`config.mk`:
```
export PLATFORM = sky130hd
export DESIGN_NAME = iot_pulse_gen
export DESIGN_NICKNAME = d
export VERILOG_FILES = /design/src/rtl/iotgen_pkg.sv /design/src/rtl/iot_slot_timer.sv /design/src/rtl/iot_pulse_gen.sv
export SDC_FILE = /design/constraint.sdc
export NUM_CORES = 1
export LEC_CHECK = 0
export ABC_AREA = 1
export CAP_MARGIN = 20
export CORE_UTILIZATION = 25
export DETAILED_ROUTE_END_ITERATION = 16
export SYNTH_ARGS = -nofsm -noshare
export SYNTH_HDL_FRONTEND = slang
export SYNTH_SLANG_ARGS = --single-unit
```
`constraint.sdc`:
```
create_clock -name clk -period 2.8 [get_ports clk]
set_input_delay 0.28 -clock clk [delete_from_list [all_inputs] [get_ports clk]]
set_output_delay 0.28 -clock clk [all_outputs]
set_load 0.01 [all_outputs]
```
`src/rtl/iotgen_pkg.sv`:
```
// Shared types and constants for the PDP-8/I IOT pulse generator.
package iotgen_pkg;

  localparam int PULSE_W_DEF = 4;
  localparam int GAP_W_DEF   = 2;
  localparam int TIMER_W     = 8;

  typedef enum logic [2:0] {
    IDLE = 3'd0,
    S1   = 3'd1,
    G1   = 3'd2,
    S2   = 3'd3,
    G2   = 3'd4,
    S4   = 3'd5,
    G4   = 3'd6,
    DONE = 3'd7
  } iot_state_e;

  // Lowest enabled slot in a select mask; DONE when nothing is left to pulse.
  function automatic iot_state_e first_slot(input logic [2:0] sel);
    iot_state_e nxt;
    if (sel[0]) begin
      nxt = S1;
    end else if (sel[1]) begin
      nxt = S2;
    end else if (sel[2]) begin
      nxt = S4;
    end else begin
      nxt = DONE;
    end
    return nxt;
  endfunction

endpackage

```
`src/rtl/iot_slot_timer.sv`:
```
// Loadable down-counter that times each slot/gap state; holds at zero.
module iot_slot_timer
  import iotgen_pkg::*;
(
  input  logic               clk_i,
  input  logic               rst_i,
  input  logic               load_i,
  input  logic [TIMER_W-1:0] load_val_i,
  output logic               zero_o
);

  logic [TIMER_W-1:0] cnt_q, cnt_d;

  // Load on state entry, otherwise count down and stop at zero.
  always_comb begin
    cnt_d = cnt_q;
    if (load_i) begin
      cnt_d = load_val_i;
    end else if (cnt_q != {TIMER_W{1'b0}}) begin
      cnt_d = cnt_q - {{(TIMER_W-1){1'b0}}, 1'b1};
    end else begin
      cnt_d = cnt_q;
    end
  end

  // Counter register.
  always_ff @(posedge clk_i) begin
    if (rst_i) begin
      cnt_q <= {TIMER_W{1'b0}};
    end else begin
      cnt_q <= cnt_d;
    end
  end

  assign zero_o = (cnt_q == {TIMER_W{1'b0}});

endmodule

```
`src/rtl/iot_pulse_gen.sv`:
```
// IOP1/IOP2/IOP4 pulse sequencer for PDP-8/I IOT instructions.
// Define IOTGEN_SKIP_EMPTY_EN to skip slots (and their gaps) whose select bit is 0.
module iot_pulse_gen
  import iotgen_pkg::*;
#(
  parameter int PULSE_W = PULSE_W_DEF,
  parameter int GAP_W   = GAP_W_DEF
) (
  input  logic       clk,
  input  logic       rst,
  input  logic       start,
  input  logic [2:0] iop_sel,
  input  logic       io_skip,
  input  logic       io_ac_clr,
  output logic       iop1,
  output logic       iop2,
  output logic       iop4,
  output logic       busy,
  output logic       done,
  output logic       skip_req,
  output logic       ac_clr_req
);

  localparam logic [TIMER_W-1:0] SLOT_LD = TIMER_W'(PULSE_W - 1);
  localparam logic [TIMER_W-1:0] GAP_LD  = TIMER_W'(GAP_W - 1);

  iot_state_e         state_q, state_d;
  logic [2:0]         sel_q, sel_d;
  logic               skip_q, skip_d, acclr_q, acclr_d;
  logic               iop1_q, iop1_d, iop2_q, iop2_d, iop4_q, iop4_d;
  logic               busy_q, busy_d, done_q, done_d;
  logic               accept_s, slot_last_s, tmr_load_s, tmr_zero_s;
  logic [TIMER_W-1:0] tmr_val_s;

  iot_slot_timer u_timer (
    .clk_i      (clk),
    .rst_i      (rst),
    .load_i     (tmr_load_s),
    .load_val_i (tmr_val_s),
    .zero_o     (tmr_zero_s)
  );

  // State and registered-output flops.
  always_ff @(posedge clk) begin
    if (rst) begin
      state_q <= IDLE;
      sel_q   <= 3'b000;
      skip_q  <= 1'b0;
      acclr_q <= 1'b0;
      iop1_q  <= 1'b0;
      iop2_q  <= 1'b0;
      iop4_q  <= 1'b0;
      busy_q  <= 1'b0;
      done_q  <= 1'b0;
    end else begin
      state_q <= state_d;
      sel_q   <= sel_d;
      skip_q  <= skip_d;
      acclr_q <= acclr_d;
      iop1_q  <= iop1_d;
      iop2_q  <= iop2_d;
      iop4_q  <= iop4_d;
      busy_q  <= busy_d;
      done_q  <= done_d;
    end
  end

  // Next-state sequencing; each timed state advances once its timer reads zero.
  always_comb begin
    accept_s = (state_q == IDLE) && start;
    state_d  = state_q;
    case (state_q)
`ifdef IOTGEN_SKIP_EMPTY_EN
      IDLE: state_d = accept_s ? first_slot(iop_sel) : IDLE;
      G1:   state_d = tmr_zero_s ? first_slot({sel_q[2], sel_q[1], 1'b0}) : G1;
      G2:   state_d = tmr_zero_s ? first_slot({sel_q[2], 2'b00}) : G2;
`else
      IDLE: state_d = accept_s ? S1 : IDLE;
      G1:   state_d = tmr_zero_s ? S2 : G1;
      G2:   state_d = tmr_zero_s ? S4 : G2;
`endif
      S1:   state_d = tmr_zero_s ? G1 : S1;
      S2:   state_d = tmr_zero_s ? G2 : S2;
      S4:   state_d = tmr_zero_s ? G4 : S4;
      G4:   state_d = tmr_zero_s ? DONE : G4;
      DONE: state_d = IDLE;
      default: state_d = IDLE;
    endcase
  end

  // Timer reload on every state change, select latch and return sampling.
  always_comb begin
    tmr_load_s  = (state_d != state_q);
    case (state_d)
      S1, S2, S4: tmr_val_s = SLOT_LD;
      G1, G2, G4: tmr_val_s = GAP_LD;
      default:    tmr_val_s = {TIMER_W{1'b0}};
    endcase
    slot_last_s = tmr_zero_s && ((state_q == S1) || (state_q == S2) || (state_q == S4));
    sel_d = accept_s ? iop_sel : sel_q;
    if (accept_s) begin
      skip_d  = 1'b0;
      acclr_d = 1'b0;
    end else if (slot_last_s) begin
      skip_d  = skip_q | io_skip;
      acclr_d = acclr_q | io_ac_clr;
    end else begin
      skip_d  = skip_q;
      acclr_d = acclr_q;
    end
  end

  // Outputs decoded from the next state so the flops line up with the state.
  always_comb begin
    iop1_d = (state_d == S1) && sel_d[0];
    iop2_d = (state_d == S2) && sel_d[1];
    iop4_d = (state_d == S4) && sel_d[2];
    busy_d = (state_d != IDLE);
    done_d = (state_d == DONE);
  end

  assign iop1       = iop1_q;
  assign iop2       = iop2_q;
  assign iop4       = iop4_q;
  assign busy       = busy_q;
  assign done       = done_q;
  assign skip_req   = skip_q;
  assign ac_clr_req = acclr_q;

endmodule

```
# ---- Yosys cells after proc, flatten, opt, wreduce, memory -nomap -nowiden
# Cells that the tools add are included.
dict set report classes {
  n_addsub 1
  n_mul 0
  n_div 0
  order_cmp 0
  eq_ne 15
  shifts 0
  muxes 12
  bitwise 2
  reduce_logical 15
}
# cell count
set ops {}
lappend ops {{$eq 3x3->1 const B} 8}
lappend ops {{$pmux 3 s8} 1}
lappend ops {{$mux 8} 2}
lappend ops {{$eq 3x2->1 const B} 4}
lappend ops {{$logic_not 8->1} 1}
lappend ops {{$reduce_bool 8->1} 1}
lappend ops {{$sub 8x1->8 const B} 1}
lappend ops {{$eq 3x1->1 const B} 2}
lappend ops {{$mux 3} 2}
lappend ops {{$reduce_or 3->1} 2}
lappend ops {{$logic_and 1x1->1} 5}
lappend ops {{$mux 1} 4}
lappend ops {{$mux 2} 2}
lappend ops {{$pmux 2 s2} 1}
lappend ops {{$logic_not 3->1} 1}
lappend ops {{$ne 3x3->1} 1}
lappend ops {{$reduce_bool 3->1} 1}
lappend ops {{$logic_or 1x1->1} 2}
lappend ops {{$or 1x1->1} 2}
lappend ops {{$reduce_bool 2->1} 1}
lappend ops {{$reduce_or 2->1} 1}
dict set report totals {
  regBits 21
  latchBits 0
  ram_bits 0
  rom_bits 0
  in_bits 8
  mem_count 0
}

# ---- Depth between registers and ports, before layout
# Gate-level depths: netlist of run 1.
dict set report depth {
  ltp_word 8
  ltp_mapped 11
  ltp_nobuf 11
}

# ---- Cells and area by module
# Synthesis of run 1 repeated with hierarchy kept, for this count alone.
dict set report hier_totals {
  hier_cells 146
  hier_area_um2 1013.5
}
# module instances cells_per_inst area_per_inst_um2 seq_area_each_um2
set by_module_without_submodules {}
lappend by_module_without_submodules {iot_pulse_gen 1 76 540.5 260.2}
lappend by_module_without_submodules {iot_slot_timer 1 70 473.0 160.2}

# ---- Worst setup path before layout of run 1
# No wires, ideal clock.
dict set report synth_path {
  path_kind {register -> register}
  from {register u_timer.cnt_q[0]}
  to {register u_timer.cnt_q[1]}
  arrival_time_ns 1.243
  t_required_ns 2.678
  slack_ns 1.436
  path_stages_with_launch 12
  n_path_buf 0
  path_cell_list {dfxtp_1 -> inv_1 -> ha_1 -> inv_1 -> nor2_2 -> nand2_4 -> nor2_4 -> nor2_1 -> nand2_1 -> inv_2 -> nand2_1 -> a21oi_2}
}
dict set report synth_via {
  elab_chain_cells 7
  elab_cells_between_ends 23
  classes_between {add/sub (1); eq/ne (7); mux (10); reduce/logical (5)}
}
# element line
set synth_lines {}
lappend synth_lines {{from (decl)} iot_slot_timer.sv:12} ;# logic [TIMER_W-1:0] cnt_q, cnt_d;
lappend synth_lines {{from (signal assigned)} iot_slot_timer.sv:29} ;# cnt_q <= {TIMER_W{1'b0}};
lappend synth_lines {{from (signal assigned)} iot_slot_timer.sv:31} ;# cnt_q <= cnt_d;
lappend synth_lines {{$logic_not 8->1} iot_slot_timer.sv:35} ;# assign zero_o = (cnt_q == {TIMER_W{1'b0}});
lappend synth_lines {{$mux 1 (tied with other cells)} {iot_pulse_gen.sv:79, iot_pulse_gen.sv:80, iot_pulse_gen.sv:85}}
lappend synth_lines {{$pmux 3 s8} iot_pulse_gen.sv:72} ;# case (state_q)
lappend synth_lines {{$eq 3x2->1 (tied with other cells)} iot_pulse_gen.sv:94} ;# case (state_d)
lappend synth_lines {{$reduce_or 3->1} iot_pulse_gen.sv:94}
lappend synth_lines {{$pmux 2 s2} iot_pulse_gen.sv:94}
lappend synth_lines {{$mux 8} iot_slot_timer.sv:17} ;# if (load_i) begin
# Parallel ways exist; a longest one is shown, timed or not. The select of a mux whose other input is x is not followed.
# A chain may end at the register's enable or synchronous reset.

# ---- Worst setup path after layout of run 1
dict set report layout_path {
  from {register u_timer.cnt_q[0]}
  to {register u_timer.cnt_q[6]}
}
dict set report layout_via {
  elab_chain_cells 5
  elab_cells_between_ends 14
  classes_between {add/sub (1); eq/ne (1); mux (9); reduce/logical (3)}
}
# element line
set layout_lines {}
lappend layout_lines {{$logic_not 8->1} iot_slot_timer.sv:35}
lappend layout_lines {{$mux 1 (tied with other cells)} {iot_pulse_gen.sv:79, iot_pulse_gen.sv:80, iot_pulse_gen.sv:85}}
lappend layout_lines {{$pmux 3 s8} iot_pulse_gen.sv:72}
lappend layout_lines {{$ne 3x3->1} iot_pulse_gen.sv:93} ;# tmr_load_s = (state_d != state_q);
lappend layout_lines {{$mux 8 / $reduce_bool 2->1 (equally long branches)} -}
# Parallel ways exist; a longest one is shown, timed or not. The select of a mux whose other input is x is not followed.

==> results of run 1 <==
-- cell type report --
type / instances / area (µm²) / share of cell area
Sequential cell: 21 / 420 / 0.314
Timing Repair Buffer: 14 / 140 / 0.105
Clock inverter: 1 / 5.00 / 0.00373
Clock buffer: 3 / 41.3 / 0.0308
Tap cell: 50 / 62.6 / 0.0467
Multi-Input combinational cell: 100 / 577 / 0.430
Inverter: 24 / 93.8 / 0.0700
-- how the worst max path moves through the flow --
| stage | to | slack [ps] | cells after the start |
|---|---|---|---|
| after detailed placement | u_timer.cnt_q[2] | 1300 | 11 |
| after CTS | u_timer.cnt_q[2] | 1280 | 11 |
| after floorplan | u_timer.cnt_q[1] | 1440 | 11 |
| after global routing | u_timer.cnt_q[2] | 1120 | 11 |
| after global placement | iop2 | 1290 | 6 |
| final | u_timer.cnt_q[6] | 1310 | 11 |
-- power by group --
part	internal [mW]	switching, mW
combinational	0.289	0.465
sequential	0.373	0.0647
clock	0.0992	0.101
total	0.761	0.631
-- stage by stage --
step                hold slack, ps  power [mW]  setup WS, ps
floorplan                      349        1.07          1440
global placement               473        1.20          1290
detailed placement             474        1.21          1300
CTS                            487        1.41          1280
global route                   533        1.53          1120
finish                         488        1.39          1310
-- critical path, delay by kind of cell, from the launching register on --
| kind | cells | cell delay, ps |
|---|---|---|
| AND/OR/NAND/NOR | 7 | 690 |
| flip-flops | 1 | 310 |
| adder cells (fa/ha/maj) | 1 | 180 |
| buffers and inverters | 3 | 210 |
-- flip-flops by register name, indices dropped and copies added (netlist names) --
signal	flops
ac_clr_req	1
iop2	1
skip_req	1
busy	1
iop4	1
state_q	3
sel_q	3
iop1	1
done	1
u_timer.cnt_q	8
-- layer usage --
metal	part of all wire	wire, µm	vias up	track usage
met2	0.44	881	14	0.163
met1	0.50	1010	383	0.123
met5	0	0	-	0
met3	0.025	50	4	0.0148
li1	-	-	481	-
met4	0.028	56	0	0.0625
-- cell usage in the layout (no fill, tap or decap), types with 2 or more instances in the layout --
cell             netlist  routed
nand2_1               29      29
dfxtp_1               21      21
inv_1                 19      19
nor2_1                19      19
clkdlybuf4s50_1        0      14
nand3_1                7       7
nor2_4                 5       5
xor2_1                 5       5
nor2_2                 4       4
nand2_2                4       4
inv_2                  3       3
nand2_4                3       3
a21oi_1                3       3
clkbuf_8               0       3
nor3_2                 2       2
clkinv_2               1       2
or2_2                  2       2
a21oi_2                2       2
o211ai_1               2       2
o21bai_1               2       2
and3_1                 2       2
o21ai_1                2       2
ha_1                   2       2
-- cells in the mapped netlist, types with 3 or more instances --
master,instances,area [µm²]
nand2_1,29,109
dfxtp_1,21,420
inv_1,19,71.3
nor2_1,19,71.3
nand3_1,7,35.0
nor2_4,5,56.3
xor2_1,5,43.8
nand2_2,4,25.0
nor2_2,4,25.0
a21oi_1,3,15.0
inv_2,3,11.3
nand2_4,3,33.8
-- logic make-up (layout without fill, tap and decap cells) --
logic type      after synthesis  in the layout
simple gates                 79             79
fa+ha+maj                     2              2
xor+xnor                      6              6
buf+inv                      26             42
compound gates               13             13
flops                        21             21
==> run_results.csv, run 1 <==
group,metric,value,unit
placed_design,portBuffers,14,
power_and_ir_drop,irDropWorstVdd,0.000197,V
worst_hold_path,whs_path_depth,2,
logic_synthesis,synth-compound-area-share,0.0791,
die,rows,23,
logic_synthesis,synth_xor_area_frac,0.0475,
sta,final.min_clock_period,1490,ps
worst_setup_path,max_stage_delay,310,ps
worst_setup_path,critical_path.startpoint,"u_timer.cnt_q[0]",
logic_synthesis,asyncSetResetFlopFracSynth,0,
placed_design,place_area,1290,µm²
worst_setup_path,reg2reg_from,"u_timer.cnt_q[0]",
global_routing,antenna_found_initial,0,
sta,tightest_slew,297,ps
cts,cts_made_buffers,3,
sta,rsz0062_at_grt,"no",
finish,layout-area-overhead-vs-synth,21.0,%
finish,antennaDiodeCount,0,
logic_synthesis,synth_top_family_by_area,"simple AND/OR/NAND/NOR gates",
sta,hold_viol_final,0,
flow_run,cap_violations,0,
worst_setup_path,cpMaxStageDelayCell,"dfxtp_1",
logic_synthesis,synth_edf_count,0,
global_routing,track_usage,0.100,
cts,path_clk_slew,80,ps
worst_setup_path,crit_path_end_kind,"register",
sta,period_share,0.532,
drt,routedWlPerCell,9.38,µm
sta,setup_violations,0,
drt,vias_per_cell,4.14,
worst_setup_path,r2r_cells,11,
die,die_w,68.6,µm
logic_synthesis,yosys_register_bits,21,
cts,clkLatencyLatePin,260,ps
cts,hold_buffers,0,
logic_synthesis,syn_nets,157,
cts,cts_tree,"done",
cts,root_buffer,"clkbuf_8",
global_routing,grt_pass1_wl,3390,µm
worst_setup_path,setup.worst_path.start_class,"register",
finish,final_nets,174,
sta,maxSlewViolCount,0,
worst_setup_path,path_class,"reg -> reg",
drt,drt-initial-drc-count,30,
worst_setup_path,crit_arrival,1650,ps
finish,post-route-cell-area,1340,µm²
cts,clock-sinks,21,
worst_hold_path,worstHoldPathType,"reg -> reg",
worst_setup_path,cp_cell_sequence,"inv_1, ha_1, inv_1, nor2_2, nand2_4, nor2_4, nor2_1, nand2_1, inv_2, nand2_4, nor2_1",
global_routing,grt_pass1_vias,831,
finish,fin_util,0.326,
drt,antenna_left,0,
worst_setup_path,reg2reg_setup_slack,1310,ps
global_routing,grt_start_max_net_pins,13,
placed_design,dp.cells,209,
cts,h-tree-depth,1,
logic_synthesis,yosys.area_share.simple,0.372,
die,die_height,68.6,µm
sta,finalSetupTns,0,ps
worst_hold_path,hp-start,"sel_q[0]",
die,coreArea,4120,µm²
placed_design,dp_hpwl,1580,µm
cts,clk_path_buf_depth,2,
logic_synthesis,avgSynthCellArea,7.53,µm²
status,status,"finished, final reports clean",
worst_setup_path,crit_path_max_fanout,6,
worst_hold_path,min_to,"sel_q[0]",
finish,drive_gt1_frac,0.190,
finish,final_cells,213,
logic_synthesis,ys_types,29,
die,start_util,0.269,
worst_setup_path,reg2reg_to,"u_timer.cnt_q[6]",
worst_setup_path,crit_required,2960,ps
logic_synthesis,syn_area,1110,µm²
power_and_ir_drop,p_per_area,1040,nW/µm²
logic_synthesis,syn_inst,147,
sta,fin_skew,8.03,ps
sta,fmax,671,MHz
logic_synthesis,yosys.area_share.adder,0.0226,
placed_design,routabilityCongestion,0.736,
cts,cts_resized,0,
die,io_pins,15,
drt,first_pass_iters,4,
logic_synthesis,synth-main-ff-cell,"dfxtp_1",
drt,num_vias,882,
global_routing,grt.overflow.total,0,
finish,nFillCells,451,
cts,postCtsSetupBuffers,0,
sta,maxSlewHeadroom,0.802,
die,die_area,4700,µm²
drt,drc,0,
logic_synthesis,synthMuxAreaShare,0,
drt,wirelength,2000,µm
logic_synthesis,synth-seq-area-share,0.380,
power_and_ir_drop,leakage,0.598,nW
logic_synthesis,yosysWarningCount,0,
(Power assumes the default switching activity.)
==> run 2, diff against run 1 <==
==> constraint.sdc (replaced) <==
create_clock -name clk -period 1.4 [get_ports clk]
set_input_delay 0.14 -clock clk [delete_from_list [all_inputs] [get_ports clk]]
set_output_delay 0.14 -clock clk [all_outputs]
set_load 0.01 [all_outputs]
==> run_results.csv, run 2 (synthesized netlist as in run 1, its figures left out) <==
group,metric,value,unit
status,status,"finished, final reports clean",
finish,regMostFlops,"u_timer.cnt_q",
drt,drt-initial-drc-count,33,
finish,final_nets,186,
die,io_pins,15,
drt,routedWlPerCell,9.75,µm
drt,drc,0,
sta,maxSlewViolCount,0,
worst_setup_path,crit_path_end_kind,"register",
worst_setup_path,path_class,"reg -> reg",
global_routing,antenna_found_initial,0,
worst_setup_path,setup.worst_path.start_class,"register",
die,die_height,68.6,µm
finish,drive_gt1_frac,0.360,
placed_design,dp.cells,219,
global_routing,grt_pass1_wl,3970,µm
cts,clkLatencyLatePin,260,ps
sta,maxSlewHeadroom,0.808,
worst_setup_path,max_stage_delay,340,ps
cts,cts_made_buffers,3,
power_and_ir_drop,irDropWorstVdd,0.000563,V
placed_design,routabilityCongestion,0.784,
global_routing,grt_start_max_net_pins,13,
worst_hold_path,min_to,"sel_q[0]",
finish,antennaDiodeCount,0,
sta,rsz0062_at_grt,"yes",
global_routing,grt.overflow.total,0,
power_and_ir_drop,finalPower,3.21,mW
finish,final_cells,225,
finish,final_common_cell,"nand2_1",
cts,cts_tree,"done",
global_routing,grt_pass1_vias,960,
finish,fin_util,0.365,
flow_run,cap_violations,0,
drt,wirelength,2190,µm
worst_setup_path,cp_cell_sequence,"inv_2, ha_4, inv_2, nor2_4, nand2_4, nand2_2, nor2_4, nand3_1, xor2_1, nor2_2",
sta,fmax,739,MHz
worst_setup_path,r2r_cells,10,
global_routing,track_usage,0.111,
die,start_util,0.269,
worst_setup_path,reg2reg_to,"u_timer.cnt_q[7]",
sta,setup_violations,0,
worst_hold_path,whs_path_depth,3,
worst_setup_path,crit_path_max_fanout,4,
worst_hold_path,hp-start,"iop_sel[0]",
worst_setup_path,cpMaxStageDelayCell,"dfxtp_2",
finish,final_cell_mix,"nand2_1 (24), inv_1 (16), nor2_1 (16), dfxtp_1 (16), clkdlybuf4s50_1 (14)",
cts,root_buffer,"clkbuf_8",
cts,h-tree-depth,1,
worst_setup_path,reg2reg_setup_slack,50,ps
placed_design,dp_hpwl,1680,µm
sta,final.min_clock_period,1350,ps
drt,vias_per_cell,4.21,
die,rows,23,
sta,whs,450,ps
worst_setup_path,critical_path.startpoint,"u_timer.cnt_q[1]",
placed_design,portBuffers,14,
cts,path_clk_slew,80,ps
cts,hold_buffers,0,
sta,tightest_slew,287,ps
worst_setup_path,reg2reg_from,"u_timer.cnt_q[1]",
die,die_w,68.6,µm
cts,clock-sinks,21,
power_and_ir_drop,leakage,0.679,nW
worst_setup_path,crit_required,1560,ps
drt,first_pass_iters,4,
power_and_ir_drop,p_per_area,2140,nW/µm²
worst_hold_path,worstHoldPathType,"in -> reg",
sta,fin_skew,2.12,ps
cts,clk_path_buf_depth,2,
die,die_area,4700,µm²
sta,period_share,0.967,
drt,num_vias,947,
finish,largestRegisters,"u_timer.cnt_q: 8 flops, sel_q: 3 flops, state_q: 3 flops",
drt,antenna_left,0,
sta,finalSetupTns,0,ps
worst_setup_path,crit_arrival,1520,ps
finish,largest_reg_flops,8,
sta,hold_viol_final,0,
die,coreArea,4120,µm²
finish,layout-area-overhead-vs-synth,35.6,%
run 2: changes by cell type in the layout (fill, tap and decap cells not counted), sizes merged:
cell	before	now
buf	0	12
run 2: layout make-up:
cell class / instances / area, µm²
clock buffer: 3 / 41.3
clock inverter: 1 / 5.00
fill: 432 / 2610
inverter: 24 / 93.8
multi-input combinational: 100 / 638
sequential: 21 / 427
tap: 50 / 62.6
timing repair buffer: 26 / 234
run 2: repair_timing:
action                                  in CTS  in global routing
endpoints found under the setup margin       8                 17
resized for setup                           12                 14
buffers inserted                             1                  1
pin swaps                                    8                  8
run 2: worst max-delay path by stage:
stage                            end  slack [ps]  cells past startpoint
floorplan           u_timer.cnt_q[1]          40                     11
global placement    u_timer.cnt_q[3]         -50                     11
detailed placement  u_timer.cnt_q[2]         -50                     11
CTS                 u_timer.cnt_q[7]           8                     10
global route                    iop4         -50                      8
finish              u_timer.cnt_q[7]          50                     10
run 2: metal layers:
layer | vias up | global-route usage | part of all wire | wire length (µm)
met5 | - | 0 | 0 | 0
met4 | 0 | 0.0469 | 0.021 | 45
met3 | 4 | 0.00987 | 0.021 | 45
met2 | 13 | 0.184 | 0.46 | 1000
met1 | 424 | 0.148 | 0.50 | 1100
li1 | 506 | - | - | -
run 2: where the power goes:
| part | internal (mW) | switching, mW | leakage [nW] |
|---|---|---|---|
| registers | 0.759 | 0.130 | 0.173 |
| clock network | 0.198 | 0.205 | 0.0255 |
| logic | 0.820 | 1.10 | 0.480 |
run 2: critical path: cells and delay by family, from the launching register on:
family	cells	cell delay (ps)
xor gates and xnor gates	1	160
DFF	1	340
buffers and inverters	2	120
adders and majority gates	1	160
and+or+nand+nor	6	460
run 2: per-stage QoR:
| step | area, µm² | setup WS, ps |
|---|---|---|
| floorplan | 1110 | 35.7 |
| global placement | 1370 | -47.0 |
| detailed placement | 1370 | -45.2 |
| CTS | 1460 | 7.96 |
| global route | 1500 | -47.6 |
| finish | 1500 | 46.6 |
